[config.mk]
export PLATFORM = sky130hd
export DESIGN_NAME = ps2_rx_flat
export DESIGN_NICKNAME = d
export VERILOG_FILES = /design/src/rtl/ps2_pkg.sv /design/src/rtl/ps2_rx_if.sv /design/src/rtl/ps2_sync.sv /design/src/rtl/ps2_rx.sv /design/src/flat_wrapper.sv
export SDC_FILE = /design/constraint.sdc
export NUM_CORES = 1
export LEC_CHECK = 0
export BUFFER_PORTS_ARGS = -buffer_cell sky130_fd_sc_hd__buf_4
export CAP_MARGIN = 20
export CORE_ASPECT_RATIO = 1.25
export CORE_MARGIN = 1.5
export CORE_UTILIZATION = 59
export CTS_CLUSTER_SIZE = 8
export DETAILED_ROUTE_END_ITERATION = 8
export GPL_ROUTABILITY_DRIVEN = 1
export PLACE_DENSITY_LB_ADDON = 0.2
export SYNTH_ARGS = -nofsm -noshare
export SYNTH_HDL_FRONTEND = slang
export SYNTH_HIERARCHICAL = 1
export SYNTH_SLANG_ARGS = --single-unit
[constraint.sdc]
create_clock -name clk -period 2.5 [get_ports clk]
set_input_delay 0.25 -clock clk [delete_from_list [all_inputs] [get_ports clk]]
set_output_delay 0.25 -clock clk [all_outputs]
set_load 0.03 [all_outputs]
[src/rtl/ps2_pkg.sv]
// Shared types and constants for the PS/2 receive path.
// Latency: n/a (declarations only).
// Backpressure: n/a.
`timescale 1ns/1ps
package ps2_pkg;

  // Frame FSM states; every transition happens on a detected ps2_clk fall.
  typedef enum logic [1:0] {
    IDLE   = 2'd0,
    DATA   = 2'd1,
    PARITY = 2'd2,
    STOP   = 2'd3
  } state_t;

  // Scan-code prefixes: F0 announces a key release, E0 an extended key.
  localparam logic [7:0] BREAK_CODE = 8'hF0;
  localparam logic [7:0] EXT_CODE   = 8'hE0;

  // PS/2 uses odd parity: data bits plus parity bit must hold an odd number of ones.
  function automatic logic parity_ok(input logic [7:0] dat, input logic par);
    return ^{dat, par};
  endfunction

endpackage

[src/rtl/ps2_rx_if.sv]
// Output bundle of the PS/2 receiver towards the scan-code decoder.
// Latency: n/a (wires only).
// Backpressure: none; key_valid and frame_err are one-cycle strobes the sink must accept.
// Signals: key[7:0] last accepted scan code, key_valid update strobe, frame_err error strobe.
`timescale 1ns/1ps
interface ps2_rx_if;
  logic [7:0] key;
  logic       key_valid;
  logic       frame_err;

  modport master (output key, key_valid, frame_err);
  modport slave  (input  key, key_valid, frame_err);
endinterface

[src/rtl/ps2_sync.sv]
// Two-flop synchronisers for the raw PS/2 lines plus a ps2_clk falling-edge detector.
// Latency: fall asserts in the 2nd cycle after ps2_clk drops at the input; data_s has the same delay.
// Backpressure: none; fall is a single-cycle pulse per edge.
// Ports: clk, rst_n (async, active-low); ps2_clk, ps2_data raw inputs;
//        fall edge pulse, data_s synchronised data line.
`timescale 1ns/1ps
module ps2_sync (
  input  logic clk,
  input  logic rst_n,
  input  logic ps2_clk,
  input  logic ps2_data,
  output logic fall,
  output logic data_s
);

  logic [1:0] clk_sync;
  logic [1:0] data_sync;
  logic       clk_prev;

  // Reset to 1 so the idle-high bus does not look like an edge on release.
  always_ff @(posedge clk or negedge rst_n) begin
    if (!rst_n) begin
      clk_sync  <= 2'b11;
      data_sync <= 2'b11;
      clk_prev  <= 1'b1;
    end else begin
      clk_sync  <= {clk_sync[0], ps2_clk};
      data_sync <= {data_sync[0], ps2_data};
      clk_prev  <= clk_sync[1];
    end
  end

  assign fall   = clk_prev & ~clk_sync[1];
  assign data_s = data_sync[1];

endmodule

[src/rtl/ps2_rx.sv]
// PS/2 device-to-host frame receiver: start, 8 data bits LSB first, odd parity, stop.
// Latency: key/key_valid (or frame_err) register in the cycle after the stop-bit edge is detected.
// Backpressure: none; strobes are single-cycle and must be consumed by the sink.
// Ports: clk, rst_n (async, active-low); ps2_clk, ps2_data raw PS/2 lines;
//        bus (ps2_rx_if.master): key, key_valid, frame_err.
// Build option: PS2_BREAK_FILTER_EN swallows F0 and the byte that follows it.
`timescale 1ns/1ps
module ps2_rx
  import ps2_pkg::*;
#(
  parameter int TIMEOUT_CYCLES = 50000
) (
  input  logic     clk,
  input  logic     rst_n,
  input  logic     ps2_clk,
  input  logic     ps2_data,
  ps2_rx_if.master bus
);

  localparam int            CW       = $clog2(TIMEOUT_CYCLES + 1);
  localparam logic [CW-1:0] TMO_LAST = CW'(TIMEOUT_CYCLES - 1);

  logic          fall;
  logic          data_s;
  state_t        state;
  logic [2:0]    bit_cnt;
  logic [7:0]    shreg;
  logic          par;
  logic [CW-1:0] tmo_cnt;
  logic [7:0]    key_q;
  logic          key_valid_q;
  logic          frame_err_q;
`ifdef PS2_BREAK_FILTER_EN
  logic          break_pending;
`endif

  ps2_sync u_sync (
    .clk      (clk),
    .rst_n    (rst_n),
    .ps2_clk  (ps2_clk),
    .ps2_data (ps2_data),
    .fall     (fall),
    .data_s   (data_s)
  );

  always_ff @(posedge clk or negedge rst_n) begin
    if (!rst_n) begin
      state       <= IDLE;
      bit_cnt     <= '0;
      shreg       <= '0;
      par         <= 1'b0;
      tmo_cnt     <= '0;
      key_q       <= 8'h00;
      key_valid_q <= 1'b0;
      frame_err_q <= 1'b0;
`ifdef PS2_BREAK_FILTER_EN
      break_pending <= 1'b0;
`endif
    end else begin
      key_valid_q <= 1'b0;
      frame_err_q <= 1'b0;

      // Idle-gap counter: only meaningful inside a frame.
      if (state == IDLE || fall) begin
        tmo_cnt <= '0;
      end else begin
        tmo_cnt <= tmo_cnt + CW'(1);
      end

      case (state)
        IDLE: begin
          if (fall && !data_s) begin
            bit_cnt <= '0;
            state   <= DATA;
          end
        end
        DATA: begin
          if (fall) begin
            shreg   <= {data_s, shreg[7:1]};
            bit_cnt <= bit_cnt + 3'd1;
            if (bit_cnt == 3'd7) begin
              state <= PARITY;
            end
          end
        end
        PARITY: begin
          if (fall) begin
            par   <= data_s;
            state <= STOP;
          end
        end
        STOP: begin
          if (fall) begin
            state <= IDLE;
            if (data_s && parity_ok(shreg, par)) begin
`ifdef PS2_BREAK_FILTER_EN
              // F0 arms the filter; the released key's code is then dropped.
              if (shreg == BREAK_CODE) begin
                break_pending <= 1'b1;
              end else if (break_pending) begin
                break_pending <= 1'b0;
              end else begin
                key_q       <= shreg;
                key_valid_q <= 1'b1;
              end
`else
              key_q       <= shreg;
              key_valid_q <= 1'b1;
`endif
            end else begin
              frame_err_q <= 1'b1;
            end
          end
        end
        default: state <= IDLE;
      endcase

      // This cycle would be the TIMEOUT_CYCLES-th one without an edge.
      // An edge in the same cycle takes the branch above instead.
      if (state != IDLE && !fall && tmo_cnt == TMO_LAST) begin
        state       <= IDLE;
        tmo_cnt     <= '0;
        frame_err_q <= 1'b1;
      end
    end
  end

  assign bus.key       = key_q;
  assign bus.key_valid = key_valid_q;
  assign bus.frame_err = frame_err_q;

endmodule
[src/flat_wrapper.sv]
// flat-port wrapper written by rule: the top's interface ports become plain ports
module ps2_rx_flat import ps2_pkg::*;
#(
  parameter int TIMEOUT_CYCLES = 50000
)
  (clk, rst_n, ps2_clk, ps2_data, bus_key, bus_key_valid, bus_frame_err);
  ps2_rx_if bus_i ();
  input  logic clk;
  input  logic rst_n;
  input  logic ps2_clk;
  input  logic ps2_data;
  output wire logic [$bits(bus_i.key)-1:0] bus_key;
  output wire logic [$bits(bus_i.key_valid)-1:0] bus_key_valid;
  output wire logic [$bits(bus_i.frame_err)-1:0] bus_frame_err;
  assign bus_key = bus_i.key;
  assign bus_key_valid = bus_i.key_valid;
  assign bus_frame_err = bus_i.frame_err;
  ps2_rx #(.TIMEOUT_CYCLES(TIMEOUT_CYCLES)) u_core (.clk(clk), .rst_n(rst_n), .ps2_clk(ps2_clk), .ps2_data(ps2_data), .bus(bus_i));
endmodule
After elaboration in Yosys (flattened, before gate mapping)

Index checks and enable logic that the tools add are counted.

Flip-flop bits (word level): 45
Input bits: 4
Output and inout bits: 10

Reductions and logical operators: 16
Muxes and demuxes: 19
Eq/ne operators: 12
Bitwise operators: 2
Add/subtract/negate cells: 2

Operator list:

| cell                                                   | count |
|---|---|
| two-way mux 16 bit                                     | 2 |
| adder 16 x 1 -> 16 bit (second input constant)         | 1 |
| equality test 16 bit (second input constant)           | 1 |
| two-way mux 2 bit                                      | 6 |
| inequality test 3 x 1 -> 1 bit (second input constant) | 4 |
| parity 9 bit                                           | 1 |
| case mux 2 bit (4 select lines)                        | 1 |
| two-way mux 1 bit                                      | 7 |
| two-way mux 3 bit                                      | 2 |
| case mux 3 bit (2 select lines)                        | 1 |
| AND reduction 3 bit                                    | 2 |
| AND reduction 5 bit                                    | 1 |
| equality test 2 bit (second input constant)            | 2 |
| logical AND 1 bit                                      | 4 |
| AND reduction 2 bit                                    | 2 |
| nonzero test 2 bit                                     | 2 |
| adder 3 x 1 -> 3 bit (second input constant)           | 1 |
| equality test 3 bit (second input constant)            | 1 |
| inequality test 3 bit (second input constant)          | 1 |
| equality test 2 x 1 -> 1 bit (second input constant)   | 1 |
| logical NOT 1 bit                                      | 2 |
| logical NOT 2 bit                                      | 1 |
| inequality test 2 x 1 -> 1 bit (second input constant) | 1 |
| inequality test 2 bit (second input constant)          | 1 |
| other kinds (3)                                        | 3 |

Depth between registers and ports, before layout

Depth in word-level cells: 7
Gate-level depth with buffers: 6
Mapped depth without buffers: 6

Modules after synthesis

The synthesis kept the hierarchy.

By module, submodules not included:

| module   | cells an instance | area an instance (µm²) | seq. area each (µm²) | times used |
|---|---|---|---|---|
| ps2_rx   | 170               | 1964.4                 | 1001.0               | 1 |
| ps2_sync | 6                 | 145.1                  | 131.4                | 1 |

Least setup slack after synthesis

OpenSTA, ideal clock, no wires.

Kind: reg-to-reg
From: register u_core.u_sync.clk_sync[1]
To: register u_core.key_q[0] (netlist: u_core/bus.key[0])
Cell stages (with the launch flop): 7
Library setup time: 0.125 ns
Path buffers: 1
Path slack: 0.683 ns
Period minus slack after synthesis: 1.817 ns
Arrival: 1.692 ns
Required time: 2.375 ns
Path through: dfstp_2 -> nor2b_4 -> clkbuf_1 -> and2_1 -> and3_1 -> mux2i_4 -> mux2_2

Cells in the longest elaborated chain, start to end: 3

Ends and longest elaborated chain:

| item                                 | RTL line       | text |
|---|---|---|
| start: declaration                   | ps2_sync.sv:16 | `logic [1:0] clk_sync;` |
| start signal: assignment             | ps2_sync.sv:27 | `clk_sync <= {clk_sync[0], ps2_clk};` |
| inverter 1 bit                       | ps2_sync.sv:33 | `assign fall = clk_prev & ~clk_sync[1];` |
| AND 1 bit                            | ps2_sync.sv:33 |  |
| named net u_core.fall                | ps2_rx.sv:23   | `logic fall;` |
| AND reduction 3 bit (no source line) | -              |  |
| end signal: assignment               | ps2_rx.sv:107  | `key_q <= shreg;` |
| end: declaration                     | ps2_rx.sv:30   | `logic [7:0] key_q;` |

The timed path passes the listed nets, and every way through them passes these cells.
A chain may end at the register's enable or synchronous reset.

Final worst setup path

From: register u_core.shreg[5]
To: register u_core.key_q[7] (netlist: u_core/bus.key[7])

Cells in the longest elaborated chain, start to end: 3

Ends and longest elaborated chain:

| item                                 | RTL line      | text |
|---|---|---|
| start: declaration                   | ps2_rx.sv:27  | `logic [7:0] shreg;` |
| start signal: assignment             | ps2_rx.sv:79  | `shreg <= {data_s, shreg[7:1]};` |
| parity 9 bit                         | ps2_pkg.sv:21 | `return ^{dat, par};` |
| logical AND 1 bit                    | ps2_rx.sv:95  | `if (data_s && parity_ok(shreg, par)) begin` |
| AND reduction 3 bit (no source line) | -             |  |

Every way passes these cells.

==> out/qor.csv <==
stage,metric,value,unit
yosys,synth_cell_type_count,36,
cts,cts_tree,done,
cts,clkSinkCount,45,
setup_path,cp_cell_sequence,"xnor2_1, xnor3_2, mux2i_4, mux2_2",
final_layout,multiInputGateArea,951,µm²
setup_path,rr_startpoint,u_core/shreg[5],
pwr,vdd_drop_max,0.760,mV
cts,clock_path_buffers,2,
floorplanning,io_pins,14,
floorplanning,core_area,0.00345,mm²
global_routing,grt_use_total,0.204,
job,drv_cap,0,
routing,wl_per_cell,15.4,µm
status,status,completed,
global_routing,grt_use_met1,0.242,
final_layout,fill_cells,250,
pwr,p_leak,1.11,nW
final_layout,drive_gt1_frac,0.241,
timing,slew_headroom,0.640,
cts,cts_root_buffer,clkbuf_8,
setup_path,worstSetupStartpointType,register,
routing,route.final.wire_length,3610,µm
yosys,yosysWarnings,6,
setup_path,path_class,reg2reg,
setup_path,critPathMaxStageDelay,0.43,ns
cts,cts_resized,0,
timing,fin_crit,1.97,ns
timing,fin_skew,0.00522,ns
timing,worst_pin_slew,0.540,ns
place,hpwl,2620,µm
place,gp_congestion,0.810,
floorplanning,initial_core_util,0.611,
global_routing,antenna_found_initial,0,
routing,drt_iter0_markers,18,
setup_path,cp_slowest_cell,xnor3_2,
floorplanning,die_w,56.5,µm
yosys,syn_nets,188,
routing,vias,1330,
floorplanning,die-area,0.00395,mm²
yosys,yosys_register_bits,45,
routing,vias_per_cell,5.68,
final_layout,post-route-util,0.687,
yosys,synth_area_per_cell,12.0,µm²
cts,insertion_delay,0.30,ns
worst_hold_path,min-delay-start,ps2_data,
timing,finalSetupViolCount,0,
global_routing,grt_pass1_vias,1387,
final_layout,nNetsFinal,206,
timing,rsz0062_at_grt,no,
global_routing,grt_max_degree,46,
global_routing,grt_overflow,0,
setup_path,path_max_fanout,9,
routing,antenna_left,0,
cts,cts_setup_buffers,0,
yosys,netlist_area,0.00211,mm²
setup_path,worstPathArrival,2.15,ns
floorplanning,die_height,69.9,µm
place,portBuffers,13,
timing,slew_violations,0,
global_routing,top_usage_layer,met2,
final_layout,areaGrowthSynthToFinish,12.4,%
setup_path,worstPathRequired,2.68,ns
worst_hold_path,hp-class,in2reg,
timing,hold_violations,0,
timing,fmax,508,MHz
routing,firstDrtPassIters,2,
setup_path,end_kind,register,
final_layout,register_area,0.00113,mm²
cts,htree_num_levels,2,
timing,fin_crit_sh,0.788,
yosys,seq_area_frac_synth,0.537,
pwr,power_density,1020,mW/mm²
floorplanning,rows,24,
cts,cts_inserted_buffers,5,
global_routing,grt_first_pass_wirelength,6240,µm
yosys,syn_inst,176,
final_layout,insertedDiodeCount,0,
global_routing,grt_use_met3,0.0444,
routing,drc_errors,0,
cts,path_clk_slew,0.08,ns
setup_path,timing.critical_path.from,u_core/shreg[5],
timing,finalSetupTns,0,ns
global_routing,use_met2,0.355,
## final timing paths
kind	to	slack [ns]	cells after the start
setup / recovery	u_core/bus.key[7]	0.53	4
min in group asynchronous	u_core/bus.key_valid	0.49	2
max in group asynchronous	u_core/u_sync/clk_sync[0]	1.64	2
hold / removal	u_core/u_sync/data_sync[0]	0.06	1
hold reg to reg	u_core/u_sync/data_sync[1]	0.36	0
setup reg to reg	u_core/bus.key[7]	0.53	4
## cell usage in the layout (no fill, tap or decap), drive strengths merged, types with 6 or more instances in the layout
cell type	count
dfrtp	40
mux2	17
buf	13
nor2	13
nand2	13
o21ai	9
ha	8
xor2	7
clkbuf	7
nand3	6
a21oi	6
xnor2	6
## cells in the mapped netlist
cell type / count / area [µm²]
or3_1: 5 / 31.3
a32o_1: 2 / 20.0
nor2b_4: 1 / 13.8
xnor2_1: 6 / 52.6
nor4b_1: 1 / 8.76
o21ai_0: 9 / 45.0
nor4bb_1: 2 / 20.0
xnor3_2: 1 / 23.8
nand3_1: 6 / 30.0
nand2_1: 13 / 48.8
mux2_2: 17 / 191
and2_1: 4 / 25.0
mux2i_4: 1 / 22.5
nor2_1: 13 / 48.8
dfrtp_1: 40 / 1000
nand4b_1: 1 / 8.76
and3_1: 2 / 12.5
o21ba_2: 1 / 10.0
nor2b_1: 1 / 6.26
dfstp_2: 5 / 131
xor2_1: 7 / 61.3
clkbuf_1: 3 / 11.3
nand4_1: 5 / 31.3
a21boi_0: 1 / 7.51
nand2b_1: 1 / 6.26
o221ai_1: 1 / 8.76
and4_1: 2 / 17.5
ha_1: 8 / 100
inv_1: 4 / 15.0
o2111ai_1: 1 / 8.76
xnor3_1: 1 / 22.5
o22a_1: 1 / 8.76
o21a_1: 1 / 7.51
o211ai_1: 2 / 15.0
or2_2: 1 / 6.26
a21oi_1: 6 / 30.0
## registers in the layout, summed over array words and instances, names as in the netlist
name                     flops
u_core/state                 2
u_core/shreg                 8
u_core/bus.key_valid         1
u_core/u_sync/data_sync      2
u_core/tmo_cnt              16
u_core/u_sync/clk_prev       1
u_core/u_sync/clk_sync       2
u_core/bus.key               8
u_core/par                   1
u_core/bit_cnt               3
u_core/bus.frame_err         1
## cells by family (layout without fill, tap and decap cells)
logic type	count (synthesis)	count (layout)	synth area share
simple gates	58	58	0.149
compound gates	25	25	0.0765
buf+inv	7	26	0.0125
xor+xnor	15	15	0.0759
mux	18	18	0.101
flops	45	45	0.537
fa+ha+maj	8	8	0.0475
## layer usage
layer / wire length (µm) / vias up
li1: - / 665
met1: 1480 / 645
met2: 1980 / 14
met3: 91 / 6
met4: 56 / 0
met5: 0 / -
## through the flow
step           area [µm²]  instances  hold WS, ns  power, mW  worst slack (ns)
6_report             2370        234       0.0550       2.43             0.530
2_1_floorplan        2110        176      -0.0456       1.67             0.683
3_3_place_gp         2240        225        0.266       1.83             0.616
3_5_place_dp         2240        225        0.278       1.89             0.513
4_1_cts              2370        234       0.0459       2.45             0.502
5_1_grt              2370        234       0.0395       2.57             0.444
## area by class of cell
cell class              count  area share
flip-flops and latches     45       0.478
multi-input cells         124       0.401
well taps                  39      0.0206
clock inverters             1      0.0127
repair buffers             14      0.0454
clock buffers               7      0.0364
inverters                   4     0.00633
## timing repair
| item | 4_1_cts | 5_1_grt |
|---|---|---|
| hold buffers | 1 | 0 |
| hold endpoints to repair | 40 | 0 |
| endpoints found under the setup margin | 0 | 0 |
## critical path: cells and delay by family, from the launching register on
family,cells,cell delay [ns]
muxes,2,0.75
xor gates and xnor gates,2,0.68
DFF,1,0.42
## where the power goes
part	switching [mW]	internal (mW)	leakage [nW]	total, mW
sequential	0.127	0.874	0.594	1.00
clock	0.232	0.326	0.0585	0.558
combinational	0.432	0.436	0.461	0.868
total	0.791	1.64	1.11	2.43
(Power assumes the default switching activity.)
